$ cat src/rtl/f1_reaction_timer.sv
// f1_reaction_timer: random start-light delay followed by a driver reaction-time measurement.
// Define F1_FALSE_START_EN to report a button press during the delay as a false start.
module f1_reaction_timer #(
  parameter int CNT_WIDTH = 16,
  parameter int MIN_DELAY = 8
) (
  input  logic                 clk,
  input  logic                 rst,
  input  logic                 en,
  input  logic                 cmd_delay,
  input  logic                 btn,
  output logic                 lights_out,
  output logic                 react_valid,
  output logic [CNT_WIDTH-1:0] react_time,
  output logic                 false_start,
  output logic                 busy
);

  // state  | meaning
  // IDLE   | waiting for a cmd_delay rising edge
  // DELAY  | counting down the random delay on en ticks
  // TIMING | lights out; counting clk cycles until the button edge
  typedef enum logic [1:0] {IDLE, DELAY, TIMING} state_t;

  localparam logic [7:0]           MIN_DELAY_8 = 8'(MIN_DELAY);
  localparam logic [CNT_WIDTH-1:0] CNT_ONE     = CNT_WIDTH'(1);

  state_t               state;
  logic [6:0]           lfsr;
  logic [7:0]           delay_cnt;
  logic [CNT_WIDTH-1:0] react_cnt;
  logic                 cmd_q;
  logic                 btn_q;
  logic                 cmd_rise;
  logic                 btn_rise;

  assign cmd_rise = cmd_delay & ~cmd_q;
  assign btn_rise = btn & ~btn_q;
  assign busy     = (state != IDLE);

`ifdef F1_FALSE_START_EN
  logic fs_pulse;
  assign false_start = fs_pulse;
`else
  assign false_start = 1'b0;
`endif

  always_ff @(posedge clk) begin
    if (rst) begin
      state       <= IDLE;
      lfsr        <= 7'h01;
      delay_cnt   <= 8'd0;
      react_cnt   <= '0;
      cmd_q       <= 1'b0;
      btn_q       <= 1'b0;
      lights_out  <= 1'b0;
      react_valid <= 1'b0;
      react_time  <= '0;
`ifdef F1_FALSE_START_EN
      fs_pulse    <= 1'b0;
`endif
    end else begin
      lfsr        <= {lfsr[5:0], lfsr[6] ^ lfsr[2]};
      cmd_q       <= cmd_delay;
      btn_q       <= btn;
      lights_out  <= 1'b0;
      react_valid <= 1'b0;
`ifdef F1_FALSE_START_EN
      fs_pulse    <= 1'b0;
`endif
      case (state)
        IDLE: begin
          if (cmd_rise) begin
            delay_cnt <= {1'b0, lfsr} + MIN_DELAY_8;
            state     <= DELAY;
          end
        end
        DELAY: begin
`ifdef F1_FALSE_START_EN
          if (btn_rise) begin
            fs_pulse    <= 1'b1;
            react_valid <= 1'b1;
            react_time  <= '1;
            state       <= IDLE;
          end else
`endif
          if (en) begin
            if (delay_cnt != 8'd0) begin
              delay_cnt <= delay_cnt - 8'd1;
            end else begin
              react_cnt  <= '0;
              lights_out <= 1'b1;
              state      <= TIMING;
            end
          end
        end
        TIMING: begin
          // saturate rather than wrap so a very slow reaction reads as full scale
          if (react_cnt != '1) react_cnt <= react_cnt + CNT_ONE;
          if (btn_rise) begin
            react_time  <= react_cnt;
            react_valid <= 1'b1;
            state       <= IDLE;
          end
        end
        default: state <= IDLE;
      endcase
    end
  end

endmodule

$ cat config.mk
export PLATFORM = sky130hd
export DESIGN_NAME = f1_reaction_timer
export DESIGN_NICKNAME = d
export VERILOG_FILES = /design/src/rtl/f1_reaction_timer.sv
export SDC_FILE = /design/constraint.sdc
export NUM_CORES = 1
export LEC_CHECK = 0
export CAP_MARGIN = 20
export CORE_AREA = 5 5 101 103
export DETAILED_ROUTE_END_ITERATION = 7
export DIE_AREA = 0 0 106 108
export HOLD_SLACK_MARGIN = 0.06
export PLACE_DENSITY = 0.5
export SLEW_MARGIN = 20
export SYNTH_ARGS = -nofsm -noshare
export SYNTH_HDL_FRONTEND = slang
export SYNTH_SLANG_ARGS = --single-unit
export TNS_END_PERCENT = 1
$ cat constraint.sdc
create_clock -name clk -period 3.45 [get_ports clk]
set_clock_uncertainty 0.15 [all_clocks]
set_input_delay 0.69 -clock clk [delete_from_list [all_inputs] [get_ports clk]]
set_output_delay 0.69 -clock clk [all_outputs]
set_load 0.02 [all_outputs]
=== After elaboration in Yosys (flattened, before gate mapping) ===
Cells that the tools add are included.

* Multiplexer cells: 15
* Bitwise gates (word level): 8
* Reduce and logical (&&, ||, !) cells: 11
* Add/sub/neg operators: 3
* Eq/ne operators: 9

{| class="wikitable"
|+ Operators by type and width
! cell !! count
|-
| 16-bit two-way mux || 3
|-
| 16-bit one-hot mux with 2 select lines || 1
|-
| 8-bit two-way mux || 3
|-
| 16-bit by 1-bit adder with 16-bit output, second input constant || 1
|-
| 16-bit != test, second input constant || 1
|-
| 8-bit one-hot mux with 2 select lines || 1
|-
| 2-bit != test, second input constant || 6
|-
| 4-bit AND reduction || 3
|-
| 7-bit by 4-bit adder with 8-bit output, second input constant || 1
|-
| 2-bit two-way mux || 4
|-
| 8-bit nonzero test || 1
|-
| 8-bit by 1-bit subtractor with 8-bit output, second input constant || 1
|-
| 2-bit one-hot mux with 3 select lines || 1
|-
| 2-bit nonzero test || 3
|-
| 1-bit inverter || 5
|-
| 3-bit OR reduction || 1
|-
| 1-bit bitwise AND || 2
|-
| 2-bit by 1-bit == test with 1-bit output, second input constant || 1
|-
| 2-bit == test, second input constant || 1
|-
| 2-bit zero test || 1
|-
| 1-bit two-way mux || 2
|-
| 2-bit AND reduction || 1
|-
| 2-bit OR reduction || 1
|-
| 1-bit bitwise XOR || 1
|}

* Input port bits: 5
* Word-level logic and storage cells: 55
* Register bits: 53
* Output and inout port bits: 20

=== Longest topological paths before layout ===
Gate-level depths: netlist of run 1.

* Word-level depth: 4
* Gate-level depth with buffers: 7
* Mapped depth without buffers: 6

=== Least setup slack after synthesis of run 1 ===
Ideal clock, no wire load.

* Path type: input port to flip-flop
* From: input rst
* To: register react_cnt[13]
* Path slack: 1449 ps
* Stages on the path: 5
* Data arrival time: 1792 ps
* Required time: 3241 ps
* Setup time: 59 ps
* Path through: clkbuf_8 > nor3b_1 > nand2_1 > a41oi_1 > a221o_1

{| class="wikitable"
|+ RTL lines
! element !! RTL line !! text
|-
| start: declaration || 8 || <nowiki>input logic rst,</nowiki>
|-
| end signal: assignment || 99 || <nowiki>if (react_cnt != '1) react_cnt <= react_cnt + CNT_ONE;</nowiki>
|-
| end: declaration || 31 || <nowiki>logic [CNT_WIDTH-1:0] react_cnt;</nowiki>
|}

=== Worst setup path after layout of run 1 ===
* From: register state[0]
* To: output busy

* Longest elaborated chain between the ends: 1

{| class="wikitable"
|+ Ends and longest elaborated chain
! element !! RTL line !! text
|-
| start: declaration || 28 || <nowiki>state_t state;</nowiki>
|-
| start signal: assignment || 50 || <nowiki>state <= IDLE;</nowiki>
|-
| start signal: assignment || 75 || <nowiki>state <= DELAY;</nowiki>
|-
| start signal: assignment || 93 || <nowiki>state <= TIMING;</nowiki>
|-
| 2-bit nonzero test || 39 || <nowiki>assign busy = (state != IDLE);</nowiki>
|-
| end: declaration || 16 || <nowiki>output logic busy</nowiki>
|}

Every way passes these cells.

==> results of run 1 <==
## report_power, final
group / internal, mW / switching, mW / leakage, nW
clock: 0.218 / 0.214 / 0.0585
sequential: 0.628 / 0.0199 / 0.430
combinational: 0.0682 / 0.0993 / 0.506
## cells by family after synthesis
family | count (synthesis) | share of synthesized area, %
simple gates | 127 | 25.82
compound gates | 74 | 19.64
flops | 53 | 42.27
buf+inv | 29 | 5.433
xor+xnor | 10 | 3.489
fa+ha+maj | 4 | 1.994
mux | 3 | 1.196
other cells | 1 | 0.1494
## state kept, by name, summed over array words and instances, names as in the netlist
name and cells:
react_valid 1, btn_q 1, lights_out 1, react_time 16, delay_cnt 8, state 2, cmd_q 1, react_cnt 16
lfsr 7
## metrics by stage
step,util (%),instance area [sq um],power (mW),worst slack [ns],std cells
after floorplan,-,2510,0.7878,1.449,301
after global placement,30.93,2818,0.8305,0.9110,421
after detailed placement,30.93,2818,0.8277,0.8783,421
after CTS,32.17,2930,1.263,1.008,429
after global routing,32.17,2930,1.308,0.9045,429
final,32.17,2930,1.247,1.023,429
## layout make-up
cell class | count | area (sq um) | share of cell area [%]
multi-input cells | 219 | 1313 | 44.79
well taps | 111 | 138.9 | 4.740
repair buffers | 28 | 267.8 | 9.137
inverters | 10 | 37.54 | 1.281
flip-flops and latches | 53 | 1061 | 36.21
clock buffers | 5 | 68.82 | 2.348
clock inverters | 3 | 43.79 | 1.494
## critical path, cell delays in order (launching register included)
cell and delay [ns]:
dfxtp_1 0.50, nor2_1 0.13, inv_1 0.07, clkdlybuf4s50_1 0.59
## worst max-delay path by stage
stage | from | endpoint | cells past startpoint
2_1_floorplan | rst | react_cnt[13] | 5
3_3_place_gp | rst | react_cnt[15] | 6
3_5_place_dp | rst | react_cnt[15] | 6
4_1_cts | state[0] | busy | 3
5_1_grt | state[0] | busy | 3
6_report | state[0] | busy | 3
## layer usage
| layer | global-route usage [%] | routed length, um | share of wire (%) | vias up |
|---|---|---|---|---|
| li1 | - | - | - | 1104 |
| met1 | 14.09 | 2870 | 49 | 1020 |
| met2 | 15.71 | 2673 | 46 | 35 |
| met3 | 2.448 | 238 | 4.1 | 5 |
| met4 | 3.608 | 85 | 1.4 | 0 |
| met5 | 0 | 0 | 0 | - |
## layout by cell type, fill, tap and decap left out, types with 5 or more instances in the layout
| cell type | Yosys | final |
|---|---|---|
| nand3_1 | 11 | 11 |
| nand2_1 | 48 | 48 |
| nand2b_1 | 6 | 6 |
| nor2_1 | 15 | 15 |
| buf_4 | 2 | 5 |
| clkdlybuf4s50_1 | 0 | 23 |
| a31oi_1 | 8 | 8 |
| nor2b_1 | 7 | 7 |
| nor3_1 | 8 | 8 |
| dfxtp_1 | 53 | 53 |
| a21oi_1 | 31 | 31 |
| and4_1 | 5 | 5 |
| nand4_1 | 8 | 8 |
| a22o_1 | 6 | 6 |
| clkbuf_8 | 2 | 5 |
| inv_1 | 9 | 9 |
| xnor2_1 | 6 | 6 |
| o21ai_0 | 6 | 6 |
==> impl_metrics.tcl, run 1 <==
set metrics [dict create \
    synth.top_cell.area_share_pct 42.27 \
    min_period_ns 2.427 \
    hold_end "react_time[9]" \
    grt_usage_pct 10.25 \
    holdPathStages 2 \
    p_leak_nw 0.9945 \
    vias 2164 \
    reg2reg_from "react_cnt[0]" \
    die_w_um 106 \
    max_freq_mhz 412.0 \
    layout-drive-gt1-share_pct 6.604 \
    routabilityCongestion 0.7885 \
    overflow 0 \
    syn_nets 310 \
    dr.pass1.iters 4 \
    holdWs_ns 0.3088 \
    ys_seq_area_share_pct 42.27 \
    period_share_pct 70.36 \
    yosys_register_bits 53 \
    path_max_fanout 10 \
    ir_worst_vdd_mv 0.1522 \
    required_ns 2.61 \
    holdCritStartpoint "react_time[9]" \
    synth_largest_area_cell "dfxtp_1" \
    holdBufCountCts 0 \
    clock-sinks 53 \
    async_reset_ff_share_pct 0 \
    drtAntennaViolNets 0 \
    tightest_slew_ns 0.6731 \
    status "completed" \
    synth_area_leaders "dfxtp_1 (42%), nand2_1 (7.2%), a21oi_1 (6.2%), clkbuf_1 (2.2%), nor2_1 (2.2%)" \
    power_density_nw_per_um2 425.7 \
    synth_ff_type "dfxtp_1" \
    grt_first_pass_wirelength_mm 9.639 \
    cts_resized 0 \
    portBuffers 23 \
    critical_path_arrival_ns 1.59 \
    fin_tns_setup_ns 0 \
    reg2reg_slack_ns 1.06 \
    maxSlewViolCount 0 \
    grt_start_max_net_pins 45 \
    timing.max_cap.violations 0 \
    post-cts-setup-buffers 0 \
    clk_pin_slew_worst_paths_ns 0.10 \
    cts_tree "built" \
    wl_mm 5.867 \
    postSynthCellCount 301 \
    die_h_um 108 \
    syn_area_per_cell_sq_um 8.339 \
    cts_buffers 5 \
    fillers 952 \
    crit_path_start_kind "flop" \
    synth_common_cells "dfxtp_1 (53), nand2_1 (48), a21oi_1 (31)" \
    avgViaCountPerCell 5.044 \
    ios 25 \
    r2r_end "react_cnt[11]" \
    rsz0062_at_grt "no" \
    diodes 0 \
    drc 0 \
    clockBufferDepth 2 \
    grt_pass1_vias 1985 \
    final_nets 326 \
    hpwl_mm 4.138 \
    clockRootBuffer "clkbuf_8" \
    synth_most_common_cell "dfxtp_1" \
    hold_viol 0 \
    grt_antenna_before_repair 0 \
    worstSetupEndpointType "primary output" \
    yosys.cell_types.count 50 \
    num_rows 35 \
    coreArea_sq_um 9109 \
    setup_violations 0 \
    initial_utilization_pct 27.55 \
    rr_worst_depth 5 \
    synth-edff-count 0 \
    synthesis.area_sq_um 2510 \
    clkLatencyLatePin_ns 0.31 \
    hp-class "flop to flop" \
    path_class "flop to primary output" \
    die_area_sq_um 11450 \
    yosysWarnings 0 \
    syn_to_final_growth_pct 16.75 \
    slew_headroom_pct 54.54 \
    cts-htree-levels 2 \
    drt_first_iter_violations 131 \
    wl_per_cell_um 13.68 \
]
Power figures use the tool's default switching activity.
==> run 2, diff against run 1 <==
PLACE_DENSITY = 0.52   (was 0.5)
clock period = 2 ns   (was 3.45 ns; I/O delays follow)
==> run 2 against run 1 <==
Count of clock-buffer cells in the layout stayed put. Highest routed layer unchanged. Hold slack lost 0.016 ns. Combinational power is 130% higher. Sequential power increased by 71%. Critical path type is now flop to flop. Register-to-register slack got worse by 1.0 ns. Sequential share of layout area decreased by 3.3 points. Routed wire length grew 9.8%. Global-route usage is 1.2 points higher. Total power up 80%. Final area grew 10%.
==> impl_metrics.tcl, run 2 (same netlist as run 1, synthesis figures left out) <==
set metrics [dict create \
    largestRegisters "react_cnt (16), react_time (16), delay_cnt (8)" \
    grt_usage_pct 11.49 \
    avgViaCountPerCell 4.955 \
    status "completed" \
    initial_utilization_pct 27.55 \
    reg2reg_from "delay_cnt[6]" \
    period_share_pct 98.06 \
    timing.max_cap.violations 0 \
    grt_antenna_before_repair 0 \
    fin_ws_ns 0.03872 \
    wl_per_cell_um 13.82 \
    fin_tns_setup_ns 0 \
    maxSlewViolCount 0 \
    num_rows 35 \
    cts_tree "built" \
    clockBufferDepth 2 \
    holdPathStages 2 \
    post-route-util_pct 35.54 \
    drt_first_iter_violations 110 \
    cts-htree-levels 2 \
    die_w_um 106 \
    crit_path_start_kind "flop" \
    dr.pass1.iters 4 \
    worstSetupEndpointType "flop" \
    max_freq_mhz 509.9 \
    required_ns 2.10 \
    routabilityCongestion 0.8321 \
    die_area_sq_um 11450 \
    diodes 0 \
    die_h_um 108 \
    holdWs_ns 0.2924 \
    final_cell_mix "dfxtp_1 (51), nand2_1 (48), buf_4 (42), a21oi_1 (30), clkdlybuf4s50_1 (22)" \
    power_density_nw_per_um2 692.0 \
    vias 2309 \
    hp-class "flop to flop" \
    stdcell_count 466 \
    final_common_cell "dfxtp_1" \
    clock-sinks 53 \
    final_nets 363 \
    cts_buffers 5 \
    hpwl_mm 4.548 \
    coreArea_sq_um 9109 \
    syn_to_final_growth_pct 28.96 \
    dp.cells 456 \
    place_ws_ns -0.05500 \
    min_period_ns 1.961 \
    path_class "flop to flop" \
    p_leak_nw 1.189 \
    critical_path_arrival_ns 2.06 \
    grt_pass1_vias 2208 \
    rr_worst_depth 4 \
    grt_first_pass_wirelength_mm 10.79 \
    clk_pin_slew_worst_paths_ns 0.09 \
    postPlaceCellArea_sq_um 3080 \
    fillers 952 \
    ios 25 \
    rsz0062_at_grt "yes" \
    setup_violations 0 \
    finalPower_mw 2.240 \
    ir_worst_vdd_mv 0.3703 \
    portBuffers 23 \
    path_max_fanout 3 \
    design_area_sq_um 3237 \
    drtAntennaViolNets 0 \
    drc 0 \
    overflow 0 \
    wl_mm 6.441 \
    layout-drive-gt1-share_pct 18.31 \
    clockRootBuffer "clkbuf_8" \
    holdCritStartpoint "lfsr[0]" \
    grt_start_max_net_pins 21 \
    clkLatencyLatePin_ns 0.31 \
    startpoint "delay_cnt[6]" \
    hold_viol 0 \
]
## run 2: path summary, 6_finish.rpt
path,end,slack [ns]
setup / recovery,delay_cnt[7],0.04
setup reg to reg,delay_cnt[7],0.04
hold / removal,lfsr[1],0.29
hold reg to reg,lfsr[1],0.29
## run 2: power breakdown
| group | internal [mW] | leakage (nW) | switching [mW] |
|---|---|---|---|
| sequential | 1.09 | 0.431 | 0.0241 |
| combinational | 0.182 | 0.700 | 0.210 |
| clock | 0.376 | 0.0585 | 0.363 |
## run 2: critical path, cell delays in order, from the launching register on
cell and delay (ns):
dfxtp_2 0.35, or4_4 0.54, or4_4 0.50, a221oi_2 0.25, a31o_1 0.12
## run 2: layout make-up
type	instances	area (sq um)	area share, %
clock buffer	5	68.82	2.126
multi-input combinational	219	1338	41.32
tap	111	138.9	4.291
inverter	10	37.54	1.160
sequential	53	1066	32.93
timing repair buffer	65	544.3	16.81
clock inverter	3	43.79	1.353
## run 2: layer usage
metal | vias up | track usage (%) | routed length (um)
li1 | 1181 | - | -
met3 | 8 | 2.269 | 286
met1 | 1059 | 15.69 | 3047
met5 | - | 0 | 0
met4 | 0 | 3.978 | 111
met2 | 61 | 18.12 | 2996
## run 2: timing repair
| action | in CTS | in global routing |
|---|---|---|
| resized for setup | 2 | 7 |
| pin swaps | 1 | 4 |
| endpoints found under the setup margin | 4 | 12 |
| buffers inserted | 0 | 2 |
| hold buffers | 0 | 0 |
